$ cat src/rtl/idecoder_stage_if.sv
// Handshake and decoded-field bundle between the decode stage and its
// producer/consumer. The stage itself attaches through the slave modport.
interface idecoder_stage_if #(
   parameter int INST_WIDTH      = 32,
   parameter int IMM_WIDTH       = 32,
   parameter int REG_WIDTH       = 5,
   parameter int FUNCT_WIDTH     = 4,
   parameter int INST_TYPE_WIDTH = 4
);
   logic                       in_valid;
   logic                       in_ready;
   logic [INST_WIDTH-1:0]      inst;
   logic                       out_valid;
   logic                       out_ready;
   logic [6:0]                 opcode;
   logic [INST_TYPE_WIDTH-1:0] inst_type;
   logic [IMM_WIDTH-1:0]       imm;
   logic [REG_WIDTH-1:0]       rd;
   logic [REG_WIDTH-1:0]       rs1;
   logic [REG_WIDTH-1:0]       rs2;
   logic [FUNCT_WIDTH-1:0]     funct;
   logic                       illegal;

   modport master (
      output in_valid, inst, out_ready,
      input  in_ready, out_valid, opcode, inst_type, imm, rd, rs1, rs2, funct, illegal
   );

   modport slave (
      input  in_valid, inst, out_ready,
      output in_ready, out_valid, opcode, inst_type, imm, rd, rs1, rs2, funct, illegal
   );
endinterface

$ cat src/rtl/idecoder_stage.sv
// RV32I-style instruction decode stage: decodes the incoming word and
// pushes the decoded fields into a small FIFO whose head drives the outputs.
module idecoder_stage #(
   parameter int INST_WIDTH      = 32,
   parameter int IMM_WIDTH       = 32,
   parameter int REG_WIDTH       = 5,
   parameter int FUNCT_WIDTH     = 4,
   parameter int INST_TYPE_WIDTH = 4,
   parameter int DEPTH           = 2
) (
   input  logic              clk,
   input  logic              rst,
   input  logic              flush,
   idecoder_stage_if.slave   bus
);
   localparam int PTR_W = (DEPTH > 1) ? $clog2(DEPTH) : 1;

   localparam logic [6:0] OP_LUI     = 7'b0110111;
   localparam logic [6:0] OP_AUIPC   = 7'b0010111;
   localparam logic [6:0] OP_JAL     = 7'b1101111;
   localparam logic [6:0] OP_JALR    = 7'b1100111;
   localparam logic [6:0] OP_BRANCH  = 7'b1100011;
   localparam logic [6:0] OP_LOAD    = 7'b0000011;
   localparam logic [6:0] OP_STORE   = 7'b0100011;
   localparam logic [6:0] OP_INT_IMM = 7'b0010011;
   localparam logic [6:0] OP_INT_REG = 7'b0110011;

   localparam logic [INST_TYPE_WIDTH-1:0] T_LUI     = INST_TYPE_WIDTH'(0);
   localparam logic [INST_TYPE_WIDTH-1:0] T_INT_IMM = INST_TYPE_WIDTH'(1);
   localparam logic [INST_TYPE_WIDTH-1:0] T_INT_REG = INST_TYPE_WIDTH'(2);
   localparam logic [INST_TYPE_WIDTH-1:0] T_BRANCH  = INST_TYPE_WIDTH'(3);
   localparam logic [INST_TYPE_WIDTH-1:0] T_AUIPC   = INST_TYPE_WIDTH'(4);
   localparam logic [INST_TYPE_WIDTH-1:0] T_JAL     = INST_TYPE_WIDTH'(5);
   localparam logic [INST_TYPE_WIDTH-1:0] T_JALR    = INST_TYPE_WIDTH'(6);
   localparam logic [INST_TYPE_WIDTH-1:0] T_LOAD    = INST_TYPE_WIDTH'(7);
   localparam logic [INST_TYPE_WIDTH-1:0] T_STORE   = INST_TYPE_WIDTH'(8);
   localparam logic [INST_TYPE_WIDTH-1:0] T_ILLEGAL = INST_TYPE_WIDTH'(15);

   typedef struct packed {
      logic [6:0]                 opcode;
      logic [INST_TYPE_WIDTH-1:0] inst_type;
      logic [IMM_WIDTH-1:0]       imm;
      logic [REG_WIDTH-1:0]       rd;
      logic [REG_WIDTH-1:0]       rs1;
      logic [REG_WIDTH-1:0]       rs2;
      logic [FUNCT_WIDTH-1:0]     funct;
      logic                       illegal;
   } entry_t;

   entry_t                dec;
   entry_t                mem_q [DEPTH];
   entry_t                head;
   logic [PTR_W-1:0]      wr_ptr_q, wr_ptr_d;
   logic [PTR_W-1:0]      rd_ptr_q, rd_ptr_d;
   logic [PTR_W:0]        count_q, count_d;
   logic                  full, not_empty, push, pop;

   logic [31:0]           iw;
   logic [2:0]            f3;
   logic [REG_WIDTH-1:0]  f_rd, f_rs1, f_rs2;
   logic [IMM_WIDTH-1:0]  imm_i, imm_s, imm_b, imm_u, imm_j;

   assign iw    = bus.inst[31:0];
   assign f3    = iw[14:12];
   assign f_rd  = REG_WIDTH'(iw[11:7]);
   assign f_rs1 = REG_WIDTH'(iw[19:15]);
   assign f_rs2 = REG_WIDTH'(iw[24:20]);

   assign imm_i = IMM_WIDTH'($signed(iw[31:20]));
   assign imm_s = IMM_WIDTH'($signed({iw[31:25], iw[11:7]}));
   assign imm_b = IMM_WIDTH'($signed({iw[31], iw[7], iw[30:25], iw[11:8], 1'b0}));
   assign imm_u = IMM_WIDTH'($signed({iw[31:12], 12'b0}));
   assign imm_j = IMM_WIDTH'($signed({iw[31], iw[19:12], iw[20], iw[30:21], 1'b0}));

   // Decode the incoming instruction into one queue entry
   always_comb begin
      dec           = '0;
      dec.opcode    = iw[6:0];
      dec.inst_type = T_ILLEGAL;
      dec.illegal   = 1'b1;
      if (iw[1:0] == 2'b11) begin
         dec.illegal = 1'b0;
         case (iw[6:0])
            OP_LUI:     begin dec.inst_type = T_LUI;   dec.imm = imm_u; dec.rd = f_rd; end
            OP_AUIPC:   begin dec.inst_type = T_AUIPC; dec.imm = imm_u; dec.rd = f_rd; end
            OP_JAL:     begin dec.inst_type = T_JAL;   dec.imm = imm_j; dec.rd = f_rd; end
            OP_JALR: begin
               dec.inst_type = T_JALR;  dec.imm = imm_i; dec.rd = f_rd; dec.rs1 = f_rs1;
               dec.funct     = FUNCT_WIDTH'({1'b0, f3});
            end
            OP_BRANCH: begin
               dec.inst_type = T_BRANCH; dec.imm = imm_b; dec.rs1 = f_rs1; dec.rs2 = f_rs2;
               dec.funct     = FUNCT_WIDTH'({1'b0, f3});
            end
            OP_LOAD: begin
               dec.inst_type = T_LOAD;  dec.imm = imm_i; dec.rd = f_rd; dec.rs1 = f_rs1;
               dec.funct     = FUNCT_WIDTH'({1'b0, f3});
            end
            OP_STORE: begin
               dec.inst_type = T_STORE; dec.imm = imm_s; dec.rs1 = f_rs1; dec.rs2 = f_rs2;
               dec.funct     = FUNCT_WIDTH'({1'b0, f3});
            end
            OP_INT_IMM: begin
               dec.inst_type = T_INT_IMM; dec.imm = imm_i; dec.rd = f_rd; dec.rs1 = f_rs1;
               // Shift-right immediates carry the arithmetic/logical select in bit 30
               dec.funct     = (f3 == 3'b101) ? FUNCT_WIDTH'({iw[30], f3})
                                              : FUNCT_WIDTH'({1'b0, f3});
            end
            OP_INT_REG: begin
               dec.inst_type = T_INT_REG; dec.rd = f_rd; dec.rs1 = f_rs1; dec.rs2 = f_rs2;
               dec.funct     = FUNCT_WIDTH'({iw[31:25] == 7'b0100000, f3});
            end
            default: begin
               dec.inst_type = T_ILLEGAL;
               dec.illegal   = 1'b1;
            end
         endcase
      end
   end

   assign full      = (count_q == (PTR_W+1)'(DEPTH));
   assign not_empty = (count_q != '0);
   assign push      = bus.in_valid && !full && !flush;
   assign pop       = not_empty && bus.out_ready && !flush;

   // Next-state pointer and occupancy; flush discards everything including a same-cycle push
   always_comb begin
      wr_ptr_d = wr_ptr_q;
      rd_ptr_d = rd_ptr_q;
      count_d  = count_q;
      if (flush) begin
         wr_ptr_d = '0;
         rd_ptr_d = '0;
         count_d  = '0;
      end else begin
         if (push) wr_ptr_d = wr_ptr_q + 1'b1;
         if (pop)  rd_ptr_d = rd_ptr_q + 1'b1;
         case ({push, pop})
            2'b10:   count_d = count_q + 1'b1;
            2'b01:   count_d = count_q - 1'b1;
            default: count_d = count_q;
         endcase
      end
   end

   // Queue control state
   always_ff @(posedge clk or negedge rst) begin
      if (!rst) begin
         wr_ptr_q <= '0;
         rd_ptr_q <= '0;
         count_q  <= '0;
      end else begin
         wr_ptr_q <= wr_ptr_d;
         rd_ptr_q <= rd_ptr_d;
         count_q  <= count_d;
      end
   end

   // Entry storage; contents are only observable through the valid-gated head
   always_ff @(posedge clk) begin
      if (push) mem_q[wr_ptr_q] <= dec;
   end

   assign head          = not_empty ? mem_q[rd_ptr_q] : '0;
   assign bus.in_ready  = !full;
   assign bus.out_valid = not_empty;
   assign bus.opcode    = head.opcode;
   assign bus.inst_type = head.inst_type;
   assign bus.imm       = head.imm;
   assign bus.rd        = head.rd;
   assign bus.rs1       = head.rs1;
   assign bus.rs2       = head.rs2;
   assign bus.funct     = head.funct;
   assign bus.illegal   = head.illegal;
endmodule

$ cat src/flat_wrapper.sv
// flat-port wrapper written by rule: the top's interface ports become plain ports
module idecoder_stage_flat 
#(
   parameter int INST_WIDTH      = 32,
   parameter int IMM_WIDTH       = 32,
   parameter int REG_WIDTH       = 5,
   parameter int FUNCT_WIDTH     = 4,
   parameter int INST_TYPE_WIDTH = 4,
   parameter int DEPTH           = 2
)
  (clk, rst, flush, bus_in_valid, bus_inst, bus_out_ready, bus_in_ready, bus_out_valid, bus_opcode, bus_inst_type, bus_imm, bus_rd, bus_rs1, bus_rs2, bus_funct, bus_illegal);
  idecoder_stage_if #(.INST_WIDTH(INST_WIDTH), .IMM_WIDTH(IMM_WIDTH), .REG_WIDTH(REG_WIDTH), .FUNCT_WIDTH(FUNCT_WIDTH), .INST_TYPE_WIDTH(INST_TYPE_WIDTH)) bus_i ();
  input  logic clk;
  input  logic rst;
  input  logic flush;
  input wire logic [$bits(bus_i.in_valid)-1:0] bus_in_valid;
  input wire logic [$bits(bus_i.inst)-1:0] bus_inst;
  input wire logic [$bits(bus_i.out_ready)-1:0] bus_out_ready;
  output wire logic [$bits(bus_i.in_ready)-1:0] bus_in_ready;
  output wire logic [$bits(bus_i.out_valid)-1:0] bus_out_valid;
  output wire logic [$bits(bus_i.opcode)-1:0] bus_opcode;
  output wire logic [$bits(bus_i.inst_type)-1:0] bus_inst_type;
  output wire logic [$bits(bus_i.imm)-1:0] bus_imm;
  output wire logic [$bits(bus_i.rd)-1:0] bus_rd;
  output wire logic [$bits(bus_i.rs1)-1:0] bus_rs1;
  output wire logic [$bits(bus_i.rs2)-1:0] bus_rs2;
  output wire logic [$bits(bus_i.funct)-1:0] bus_funct;
  output wire logic [$bits(bus_i.illegal)-1:0] bus_illegal;
  assign bus_i.in_valid = bus_in_valid;
  assign bus_i.inst = bus_inst;
  assign bus_i.out_ready = bus_out_ready;
  assign bus_in_ready = bus_i.in_ready;
  assign bus_out_valid = bus_i.out_valid;
  assign bus_opcode = bus_i.opcode;
  assign bus_inst_type = bus_i.inst_type;
  assign bus_imm = bus_i.imm;
  assign bus_rd = bus_i.rd;
  assign bus_rs1 = bus_i.rs1;
  assign bus_rs2 = bus_i.rs2;
  assign bus_funct = bus_i.funct;
  assign bus_illegal = bus_i.illegal;
  idecoder_stage #(.INST_WIDTH(INST_WIDTH), .IMM_WIDTH(IMM_WIDTH), .REG_WIDTH(REG_WIDTH), .FUNCT_WIDTH(FUNCT_WIDTH), .INST_TYPE_WIDTH(INST_TYPE_WIDTH), .DEPTH(DEPTH)) u_core (.clk(clk), .rst(rst), .flush(flush), .bus(bus_i));
endmodule
$ cat config.mk
export PLATFORM = sky130hd
export DESIGN_NAME = idecoder_stage_flat
export DESIGN_NICKNAME = d
export VERILOG_FILES = /design/src/rtl/idecoder_stage_if.sv /design/src/rtl/idecoder_stage.sv /design/src/flat_wrapper.sv
export SDC_FILE = /design/constraint.sdc
export NUM_CORES = 1
export LEC_CHECK = 0
export CORE_MARGIN = 10
export CORE_UTILIZATION = 53
export CTS_CLUSTER_DIAMETER = 120
export DETAILED_ROUTE_END_ITERATION = 7
export PLACE_DENSITY_LB_ADDON = 0.3
export SYNTH_ARGS = -nofsm -noshare
export SYNTH_HDL_FRONTEND = slang
export SYNTH_SLANG_ARGS = --single-unit
$ cat constraint.sdc
create_clock -name clk -period 7.45 [get_ports clk]
set_clock_uncertainty 0.05 [all_clocks]
set_input_delay 0.745 -clock clk [delete_from_list [all_inputs] [get_ports clk]]
set_output_delay 0.745 -clock clk [all_outputs]
set_load 0.03 [all_outputs]
==> flow_metrics.tcl <==
set metrics [dict create \
    multi_input_area_mm2 0.001863 \
    rsz0062_at_grt "false" \
    reg2reg_slack_ns 5.22 \
    cts_made_buffers 17 \
    die_h_um 125.4 \
    r2r_start "u_core.count_q[1]" \
    drtIter0Drc 427 \
    fmax_ghz 0.2686 \
    met3_usage 0.05450 \
    p_sw_uw 448.3 \
    synth_cell_types 54 \
    avgRoutedWirePerCell_um 20.61 \
    r2r-end "u_core.mem_q[1][1]" \
    dp_cells 640 \
    gp_congestion 0.8683 \
    syn_inst 420 \
    ys_ff_latch 130 \
    worstSkewPairLatency_ns 0.52 \
    die_area_mm2 0.01573 \
    area.sequential_mm2 0.003887 \
    rr_worst_depth 5 \
    relSlewSlack 0.1579 \
    diodes 0 \
    seq_power_share 0.455 \
    synth_area_leaders "edfxtp_1 (64%), mux2i_1 (11%), nor2_1 (4.5%)" \
    layout_commonest_cell "edfxtp_1" \
    start_util 0.5433 \
    port_buffers 101 \
    powerDensity_mw_per_mm2 246.1 \
    p_leak_nw 2.594 \
    slowest_stage "dfrtp_4" \
    use_met1 0.2094 \
    grtUsageMet2 0.2860 \
    grt_pass1_vias 3895 \
    cts.sink_count 130 \
    syn_nets 457 \
    core_area_mm2 0.01084 \
    fin_nets 556 \
    power.internal_mw 1.409 \
    critPathMaxFanout 64 \
    crit_arrival_ns 2.93 \
    worstMarginPinSlew_ns 1.260 \
    tritoncts "built" \
    cts_root_buffer "clkbuf_8" \
    hold_path_class "primary input to async pin" \
    fin_crit_sh 0.4997 \
    ir_drop_v 0.0001939 \
    grt_pass1_wl_um 21660 \
    grt_busiest_layer "met2" \
    syn-mean-instance-area_um2 14.02 \
    critPathBufInv 1 \
    ioPinCount 102 \
    synth.cell_area_mm2 0.005889 \
    fill_cells 742 \
    track_usage 0.1733 \
    fin_tns_setup_ns 0 \
    crit_type "register to primary output" \
    path_depth 3 \
    post-cts-setup-buffer-count 0 \
    drive_gt1_frac 0.09962 \
    drc_errors 0 \
    final_max_slew_viol_count 0 \
    yosys_warnings 0 \
    wl_um 13850 \
    mostFrequentLayoutCells "edfxtp_1 (126), clkdlybuf4s50_1 (101), nor2_1 (69), mux2i_1 (64), nand3_1 (23)" \
    critical_path.top_delay_family "flip-flops" \
    synth_top_area_frac 0.6424 \
    dp_hpwl_um 9209 \
    synth_edf_count 126 \
    placed_area_mm2 0.006970 \
    final_cell_area_mm2 0.007547 \
    final_cell_count_no_fill 672 \
    htreeDepth 4 \
    worstSetupEndpointType "primary output" \
    die-width_um 125.4 \
    finalHoldViolCount 0 \
    synth_area_leader_cell "edfxtp_1" \
    setup_viol 0 \
    clkSlewWorstSetupHoldPaths_ns 0.06 \
    viasPerCell 5.673 \
    ant_nets 0 \
    num_rows 38 \
    clkPwrFrac 0.426 \
    synth_flop_cell "edfxtp_1" \
    cp-start-kind "register" \
    cts_resized 0 \
    pwr-share-comb 0.118 \
    first_pass_iters 5 \
    status "completed" \
    min_period_ns 3.723 \
    max_stage_delay_ns 1.14 \
    critical_path_required_ns 6.65 \
    ys_seq_area_frac 0.6594 \
    clockBufferDepth 2 \
    vias 3812 \
    maxCapViolations 0 \
    grt_max_degree 65 \
    antenna_found_initial 0 \
    area_growth_syn_to_layout_pct 28.15 \
    ctsHoldBuffers 0 \
    crit_path_cell_trace "mux2i_1 > nor2_1 > clkdlybuf4s50_1" \
    gr-total-overflow 0 \
    synthArstFlopShare 0.03077 \
    swShare 0.2414 \
]
[metal layers]
layer	up-vias	share of wire
li1	1775	-
met1	1874	0.41
met2	147	0.50
met3	16	0.074
met4	0	0.014
met5	-	0
[final cells by class]
| class | count | area share |
|---|---|---|
| clock inverters | 13 | 0.01790 |
| flip-flops and latches | 130 | 0.5151 |
| clock buffers | 19 | 0.05852 |
| repair buffers | 104 | 0.1369 |
| multi-input cells | 263 | 0.2469 |
| well taps | 140 | 0.02321 |
| inverters | 3 | 0.001492 |
[per-stage QoR]
| stage | setup WS [ns] | total power [mW] | hold slack, ns | utilization |
|---|---|---|---|---|
| 2_1_floorplan | 1.288 | 0.9888 | 0.3994 | - |
| 3_3_place_gp | 3.896 | 1.077 | 0.5142 | 0.6430 |
| 3_5_place_dp | 3.829 | 1.081 | 0.5547 | 0.6430 |
| 4_1_cts | 3.729 | 1.867 | 0.3676 | 0.6962 |
| 5_1_grt | 3.650 | 1.911 | 0.3783 | 0.6962 |
| 6_report | 3.727 | 1.857 | 0.3762 | 0.6962 |
[how the worst max path moves through the flow]
| stage | from | to |
|---|---|---|
| 6_report | u_core.rd_ptr_q | bus_imm[12] |
| 5_1_grt | u_core.rd_ptr_q | bus_imm[12] |
| 4_1_cts | u_core.rd_ptr_q | bus_imm[12] |
| 3_5_place_dp | bus_inst[6] | u_core.mem_q[1][53] |
| 3_3_place_gp | bus_inst[6] | u_core.mem_q[0][53] |
| 2_1_floorplan | u_core.count_q[1] | u_core.mem_q[1][0] |
[sequential cells by signal (all words and copies together) (netlist names)]
signal	flops
u_core.count_q	2
u_core.wr_ptr_q	1
u_core.rd_ptr_q	1
u_core.mem_q	126
[power groups by stage]
stage	Clock (mW)	Sequential, mW	Combinational [mW]
after global placement	0	0.859	0.218
final	0.791	0.846	0.220
after global routing	0.828	0.849	0.234
after detailed placement	0	0.861	0.221
after CTS	0.799	0.846	0.222
after floorplan	0	0.845	0.143
[synthesized netlist by cell type, types with 2 or more instances]
master,count
edfxtp_1,126
nor2_1,70
mux2i_1,64
nand3_1,23
buf_2,17
and2_1,14
a21o_1,10
nor2b_1,7
a21boi_0,6
o21ai_0,6
a21oi_1,5
o211ai_1,5
a22o_1,4
buf_4,4
dfrtp_1,4
nand2_1,4
buf_6,3
inv_1,3
nor3b_1,3
or2b_1,3
a211oi_1,2
a31oi_1,2
and4b_1,2
nand3b_1,2
nor3_1,2
[cells by family (layout without fill, tap and decap cells)]
logic type | after synthesis | in the layout | synth area share
buf+inv | 27 | 139 | 0.02719
compound gates | 51 | 51 | 0.07053
xor+xnor | 1 | 1 | 0.001487
flops | 130 | 130 | 0.6594
simple gates | 147 | 147 | 0.1326
mux | 64 | 64 | 0.1088
(Power assumes the default switching activity.)
